===== config.mk =====
export PLATFORM = sky130hd
export DESIGN_NAME = dlfloat16_fpu_issue_ctrl
export DESIGN_NICKNAME = d
export VERILOG_FILES = /design/src/rtl/dlfloat16_fpu_pkg.sv /design/src/rtl/dlfloat16_lat_lookup.sv /design/src/rtl/dlfloat16_fpu_issue_ctrl.sv
export SDC_FILE = /design/constraint.sdc
export NUM_CORES = 1
export LEC_CHECK = 0
export BUFFER_PORTS_ARGS = -buffer_cell sky130_fd_sc_hd__buf_2
export CAP_MARGIN = 30
export CORE_MARGIN = 2
export CORE_UTILIZATION = 47
export DETAILED_ROUTE_END_ITERATION = 10
export PLACE_DENSITY = 0.8
export SLEW_MARGIN = 20
export SYNTH_ARGS = -nofsm -noshare
export SYNTH_HDL_FRONTEND = slang
export SYNTH_SLANG_ARGS = --single-unit

===== constraint.sdc =====
create_clock -name clk -period 1.9 [get_ports clk]
set_input_delay 0.095 -clock clk [delete_from_list [all_inputs] [get_ports clk]]
set_output_delay 0.095 -clock clk [all_outputs]
set_load 0.05 [all_outputs]

===== src/rtl/dlfloat16_fpu_pkg.sv =====
// Shared opcodes, sign-injection selects, flag positions and controller states
// for the DLFloat16 functional-unit issue path.
package dlfloat16_fpu_pkg;

    localparam logic [3:0] OP_NONE = 4'b0000;
    localparam logic [3:0] OP_ADD  = 4'b0001;
    localparam logic [3:0] OP_MUL  = 4'b0010;
    localparam logic [3:0] OP_DIV  = 4'b0011;
    localparam logic [3:0] OP_SQRT = 4'b0100;
    localparam logic [3:0] OP_SGN  = 4'b0101;

    localparam logic [1:0] SGN_INV = 2'b00;
    localparam logic [1:0] SGN_J   = 2'b01;
    localparam logic [1:0] SGN_JN  = 2'b10;
    localparam logic [1:0] SGN_JX  = 2'b11;

    // Bit positions within the {NV,DZ,OF,UF,NX} flag vector
    localparam int FLAG_NX = 0;
    localparam int FLAG_UF = 1;
    localparam int FLAG_OF = 2;
    localparam int FLAG_DZ = 3;
    localparam int FLAG_NV = 4;

    typedef enum logic [1:0] {
        ST_IDLE = 2'd0,
        ST_EXEC = 2'd1,
        ST_CAPT = 2'd2,
        ST_RESP = 2'd3
    } state_t;

endpackage


===== src/rtl/dlfloat16_lat_lookup.sv =====
// Opcode decode: reports whether a unit exists for the opcode and how many
// cycles its enable must be held.
module dlfloat16_lat_lookup
    import dlfloat16_fpu_pkg::*;
#(
    parameter int LAT_ADD  = 2,
    parameter int LAT_MUL  = 3,
    parameter int LAT_DIV  = 8,
    parameter int LAT_SQRT = 8,
    parameter int LAT_SGN  = 1,
    parameter int CNT_W    = 4
) (
    input  logic [3:0]       op,
    output logic             op_valid,
    output logic [CNT_W-1:0] op_lat
);

    always_comb begin
        op_valid = 1'b1;
        op_lat   = '0;
        case (op)
            OP_ADD:  op_lat = CNT_W'(LAT_ADD);
            OP_MUL:  op_lat = CNT_W'(LAT_MUL);
            OP_DIV:  op_lat = CNT_W'(LAT_DIV);
            OP_SQRT: op_lat = CNT_W'(LAT_SQRT);
            OP_SGN:  op_lat = CNT_W'(LAT_SGN);
            default: op_valid = 1'b0;
        endcase
    end

endmodule


===== src/rtl/dlfloat16_fpu_issue_ctrl.sv =====
// Issues one DLFloat16 operation at a time to the shared unit bank, waits out
// the unit latency and returns the captured result plus sticky flags.
//
// state | meaning
// IDLE  | ready for a request
// EXEC  | unit enabled, counting down its latency
// CAPT  | enable dropped, sampling the unit's registered result
// RESP  | response held until the consumer takes it
module dlfloat16_fpu_issue_ctrl
    import dlfloat16_fpu_pkg::*;
#(
    parameter int LAT_ADD  = 2,
    parameter int LAT_MUL  = 3,
    parameter int LAT_DIV  = 8,
    parameter int LAT_SQRT = 8,
    parameter int LAT_SGN  = 1,
    parameter int CNT_W    = 4
) (
    input  logic        clk,
    input  logic        rst,
    input  logic        req_valid,
    output logic        req_ready,
    input  logic [3:0]  req_op,
    input  logic [1:0]  req_sel,
    input  logic [15:0] req_a,
    input  logic [15:0] req_b,
    output logic [3:0]  fu_ena,
    output logic [1:0]  fu_sel,
    output logic [15:0] fu_in1,
    output logic [15:0] fu_in2,
    input  logic [31:0] fu_out,
    input  logic [4:0]  fu_exceptions,
    output logic        rsp_valid,
    input  logic        rsp_ready,
    output logic [15:0] rsp_data,
    output logic [4:0]  rsp_flags,
    output logic        rsp_err,
    output logic [4:0]  fflags,
    input  logic        fflags_clr
);

    localparam int CNT_MAX = (1 << CNT_W) - 1;

    if (LAT_ADD < 1 || LAT_ADD > CNT_MAX || LAT_MUL < 1 || LAT_MUL > CNT_MAX ||
        LAT_DIV < 1 || LAT_DIV > CNT_MAX || LAT_SQRT < 1 || LAT_SQRT > CNT_MAX ||
        LAT_SGN < 1 || LAT_SGN > CNT_MAX) begin : g_lat_range_check
        $error("dlfloat16_fpu_issue_ctrl: every LAT_* must be in 1..2**CNT_W-1");
    end

    state_t             state;
    logic [CNT_W-1:0]   cnt;
    logic               op_valid;
    logic [CNT_W-1:0]   op_lat;

    // The unit bus is 32 bits wide but DLFloat16 results occupy only the low half
    logic fu_out_unused;
    assign fu_out_unused = ^fu_out[31:16];

    dlfloat16_lat_lookup #(
        .LAT_ADD  (LAT_ADD),
        .LAT_MUL  (LAT_MUL),
        .LAT_DIV  (LAT_DIV),
        .LAT_SQRT (LAT_SQRT),
        .LAT_SGN  (LAT_SGN),
        .CNT_W    (CNT_W)
    ) u_lat_lookup (
        .op       (req_op),
        .op_valid (op_valid),
        .op_lat   (op_lat)
    );

    always_ff @(posedge clk) begin
        if (rst) begin
            state     <= ST_IDLE;
            cnt       <= '0;
            req_ready <= 1'b1;
            fu_ena    <= OP_NONE;
            fu_sel    <= '0;
            fu_in1    <= '0;
            fu_in2    <= '0;
            rsp_valid <= 1'b0;
            rsp_data  <= '0;
            rsp_flags <= '0;
            rsp_err   <= 1'b0;
            fflags    <= '0;
        end else begin
            // A clear on the handshake edge discards that response's flags
            if (fflags_clr)
                fflags <= '0;
            else if (rsp_valid && rsp_ready)
                fflags <= fflags | rsp_flags;

            case (state)
                ST_IDLE: begin
                    if (req_valid && req_ready) begin
                        req_ready <= 1'b0;
                        if (op_valid) begin
                            fu_ena <= req_op;
                            fu_sel <= req_sel;
                            fu_in1 <= req_a;
                            fu_in2 <= req_b;
                            cnt    <= op_lat;
                            state  <= ST_EXEC;
                        end else begin
                            rsp_data  <= '0;
                            rsp_flags <= '0;
                            rsp_err   <= 1'b1;
                            rsp_valid <= 1'b1;
                            state     <= ST_RESP;
                        end
                    end
                end
                ST_EXEC: begin
                    cnt <= cnt - 1'b1;
                    if (cnt == CNT_W'(1)) begin
                        fu_ena <= OP_NONE;
                        state  <= ST_CAPT;
                    end
                end
                ST_CAPT: begin
                    rsp_data  <= fu_out[15:0];
                    rsp_flags <= fu_exceptions;
                    rsp_err   <= 1'b0;
                    rsp_valid <= 1'b1;
                    state     <= ST_RESP;
                end
                ST_RESP: begin
                    if (rsp_ready) begin
                        rsp_valid <= 1'b0;
                        req_ready <= 1'b1;
                        state     <= ST_IDLE;
                    end
                end
                default: state <= ST_IDLE;
            endcase
        end
    end

endmodule


==> PnR_summary.wiki <==
{| class="wikitable"
! Metric !! Value
|-
| Maximum count of clock buffers along a single path || 2
|-
| Clock tree sinks || 73
|-
| Number of inserted diodes || 0
|-
| Setup repair after global routing missed its margin || false
|-
| Drt total wl || 8770 um
|-
| Non-filler instance count after layout || 609
|-
| All-layer global routing usage || 23.0%
|-
| Reg2Reg Depth || 5
|-
| Crit path buffers/inverters || 0
|-
| Wire length of the first global-routing pass || 13,900 um
|-
| Number of H-tree levels || 3
|-
| Dominant delay contributor by cell family on the critical path || simple AND/OR/NAND/NOR gates
|-
| Count of placed standard cells including taps || 558
|-
| Y dimension of the die || 86.4 um
|-
| Peak clock frequency supported by timing || 586 MHz
|-
| Total number of vias || 3,246
|-
| Average routed wire per standard cell || 14.4 um
|-
| Final min period || 1.71 ns
|-
| Main area contributors after synthesis || sky130_fd_sc_hd__dfxtp_1 46%, sky130_fd_sc_hd__a21oi_1 9.4%, sky130_fd_sc_hd__nand2_1 8.8%
|-
| Most common cell after layout, fill and taps aside || sky130_fd_sc_hd__buf_2
|-
| Final weighted congestion in routability-driven placement || 0.821
|-
| Layout Skew || 0.00986 ns
|-
| Commonest cells after routing, fill and taps aside || 130 x sky130_fd_sc_hd__buf_2, 75 x sky130_fd_sc_hd__nand2_1, 73 x sky130_fd_sc_hd__dfxtp_1
|-
| Area added between synthesis and finish || 40.5%
|-
| Warning count from the yosys run || 0
|-
| Arrival time reported for the critical path endpoint || 1.93 ns
|-
| Max stage delay on crit path || 0.40 ns
|-
| Width of the die || 86.4 um
|-
| Number of standard-cell rows in the floorplan || 30
|-
| I/O pin count || 147
|-
| Worst slew slack as a fraction of its limit || 68.1%
|-
| Fin crit share || 89.8%
|-
| Final number of setup-violating endpoints || 0
|-
| Number of antenna violations at the first check in global routing || 0
|-
| Synth Register Bits || 73
|-
| Cell variety after synth || 47
|-
| Leakage Power || 1.95 nW
|-
| Clock Tree Root || sky130_fd_sc_hd__clkbuf_8
|-
| Cell with the biggest individual delay on the critical path || sky130_fd_sc_hd__dfxtp_1
|-
| Via/cell ratio || 5.33
|-
| Count of mapped cells out of synthesis || 361
|-
| Filler cell count in the final layout || 521
|-
| Worst Hold Class || input pin to register
|-
| Transition time at the pin with the least slew margin || 0.479 ns
|-
| Total count of max-transition violations in the final report || 0
|-
| Detailed Routing Iterations Pass 1 || 6
|-
| Critical Path Source Type || register
|-
| Number of logic stages on the critical path including buffering || 5
|-
| Core Area || 6680 sq um
|-
| Number of flops mapped to enable cells by yosys || 0
|-
| Iteration-0 DRC Markers || 134
|-
| Critical Path, Cell by Cell || ha_1 -> or3b_1 -> a222oi_1 -> mux2i_1 -> nor2_1
|-
| I/O Buffers || 130
|-
| Global route overflow || 0
|-
| Maximum resistive drop on vdd || 0.000516 V
|-
| Die area || 7470 sq um
|-
| Synth area leader || sky130_fd_sc_hd__dfxtp_1
|-
| Clock tree from TritonCTS || built
|-
| Cell area after synthesis || 3190 sq um
|-
| Crit end category || register
|-
| Placed wire-length estimate after detailed placement || 5710 um
|-
| TNS Setup || 0 ns
|-
| Pin count of the biggest net entering global routing || 38
|-
| Via count of the first global-routing pass || 3,107
|-
| Share of layout cells above drive strength 1 || 35.9%
|-
| Count of max-cap constraint violations || 0
|-
| Clock transition at the register clock pins on the worst setup and hold paths after CTS || 0.07 ns
|-
| Async set or reset register ratio after synthesis || 0%
|-
| Latest clock arrival within the worst-skew pair || 0.34 ns
|-
| Number of nets still failing antenna checks after routing || 0
|-
| CTS Buf Count || 9
|-
| Class of the most critical setup path || register to register
|-
| Share of the synthesized area in the top cell type || 45.8%
|-
| WP data required || 2.13 ns
|-
| Worst hold path depth || 3
|-
| Fraction of the yosys area taken by sequential cells || 45.8%
|-
| Number of nets in the finished design || 611
|-
| Worst-path fanout max || 5
|-
| Initial Util || 47.8%
|-
| Number of buffers inserted by post-CTS setup repair || 0
|-
| PD cells || 1150 nW/um^2
|-
| Count of final hold-check violations || 0
|-
| DR DRC count || 0
|-
| Run status || finished, final reports clean
|-
| Nets in the synthesized netlist || 448
|-
| Syn avg cell area || 8.84 sq um
|-
| Top_reg_cell synth || sky130_fd_sc_hd__dfxtp_1
|}
-- through the flow --
stage | power, mW | utilization, % | hold WS [ns] | worst slack [ns] | instance area (sq um)
after floorplan | 3.36 | - | 0.174 | 0.147 | 3190
after global placement | 3.82 | 58.7 | 0.336 | 0.184 | 3920
after detailed placement | 3.87 | 58.7 | 0.340 | 0.126 | 3920
after CTS | 5.17 | 67.0 | 0.00279 | 0.113 | 4480
after global routing | 5.42 | 67.1 | 0.0141 | 0.0578 | 4480
final | 5.16 | 67.1 | 0.0189 | 0.193 | 4480
-- timing repair --
item                                    4_1_cts  5_1_grt
endpoints found under the setup margin        0        4
resized for setup                             0        2
hold buffers                                 35        0
hold endpoints to repair                     39        0
-- tightest hold or removal path, stage by stage --
cell and delay (ns):
sky130_fd_sc_hd__buf_2 0.10, sky130_fd_sc_hd__o211ai_2 0.07, sky130_fd_sc_hd__a21oi_2 0.05
-- sequential cells by signal, indices dropped and copies added, names as in the netlist --
name       count
cnt            4
rsp_valid      1
state          2
fflags         5
rsp_data      16
fu_sel         2
rsp_err        1
rsp_flags      5
req_ready      1
fu_ena         4
fu_in1        16
fu_in2        16
-- final timing paths --
path | from | end | slack [ns]
worst max-delay path | cnt[0] | state[1] | 0.19
worst min-delay path | fu_out[5] | rsp_data[5] | 0.02
worst max register to register | cnt[0] | state[1] | 0.19
worst min register to register | fu_in1[0] | fu_in1[0] | 0.46
-- layout make-up --
cell class / instances / area, sq um / share of cell area (%)
timing repair buffer: 180 / 1150 / 25.8
sequential: 73 / 1460 / 32.6
tap: 80 / 100 / 2.23
clock buffer: 10 / 138 / 3.07
clock inverter: 6 / 66.3 / 1.48
multi-input combinational: 252 / 1530 / 34.2
inverter: 8 / 30.0 / 0.670
-- power by group --
part	total, mW	internal, mW	switching [mW]
clock	1.24	0.644	0.600
combinational	2.06	0.674	1.39
sequential	1.86	1.72	0.139
-- synthesized netlist by cell type (all sizes together), types with 3 or more instances --
cell and instances:
nand3 23, nor3 8, o21ai 6, buf 15, nor2 9, clkbuf 13
nand2 75, dfxtp 73, inv 8, a32o 3, o211ai 22, ha 7
a21oi 70
-- cell families after synthesis --
logic type	after synthesis	synth area share [%]
compound gates	113	24.9
xor+xnor	2	0.549
fa+ha+maj	7	2.74
buf+inv	36	6.27
flops	73	45.8
mux	2	0.627
simple gates	128	19.1
-- layer usage --
| metal | vias up | GRT usage [%] | routed length (um) |
|---|---|---|---|
| li1 | 1594 | - | - |
| met1 | 1534 | 27.9 | 3720 |
| met2 | 96 | 39.8 | 4460 |
| met3 | 22 | 4.19 | 361 |
| met4 | 0 | 9.80 | 232 |
| met5 | - | 0 | 0 |
Power figures use the tool's default switching activity.
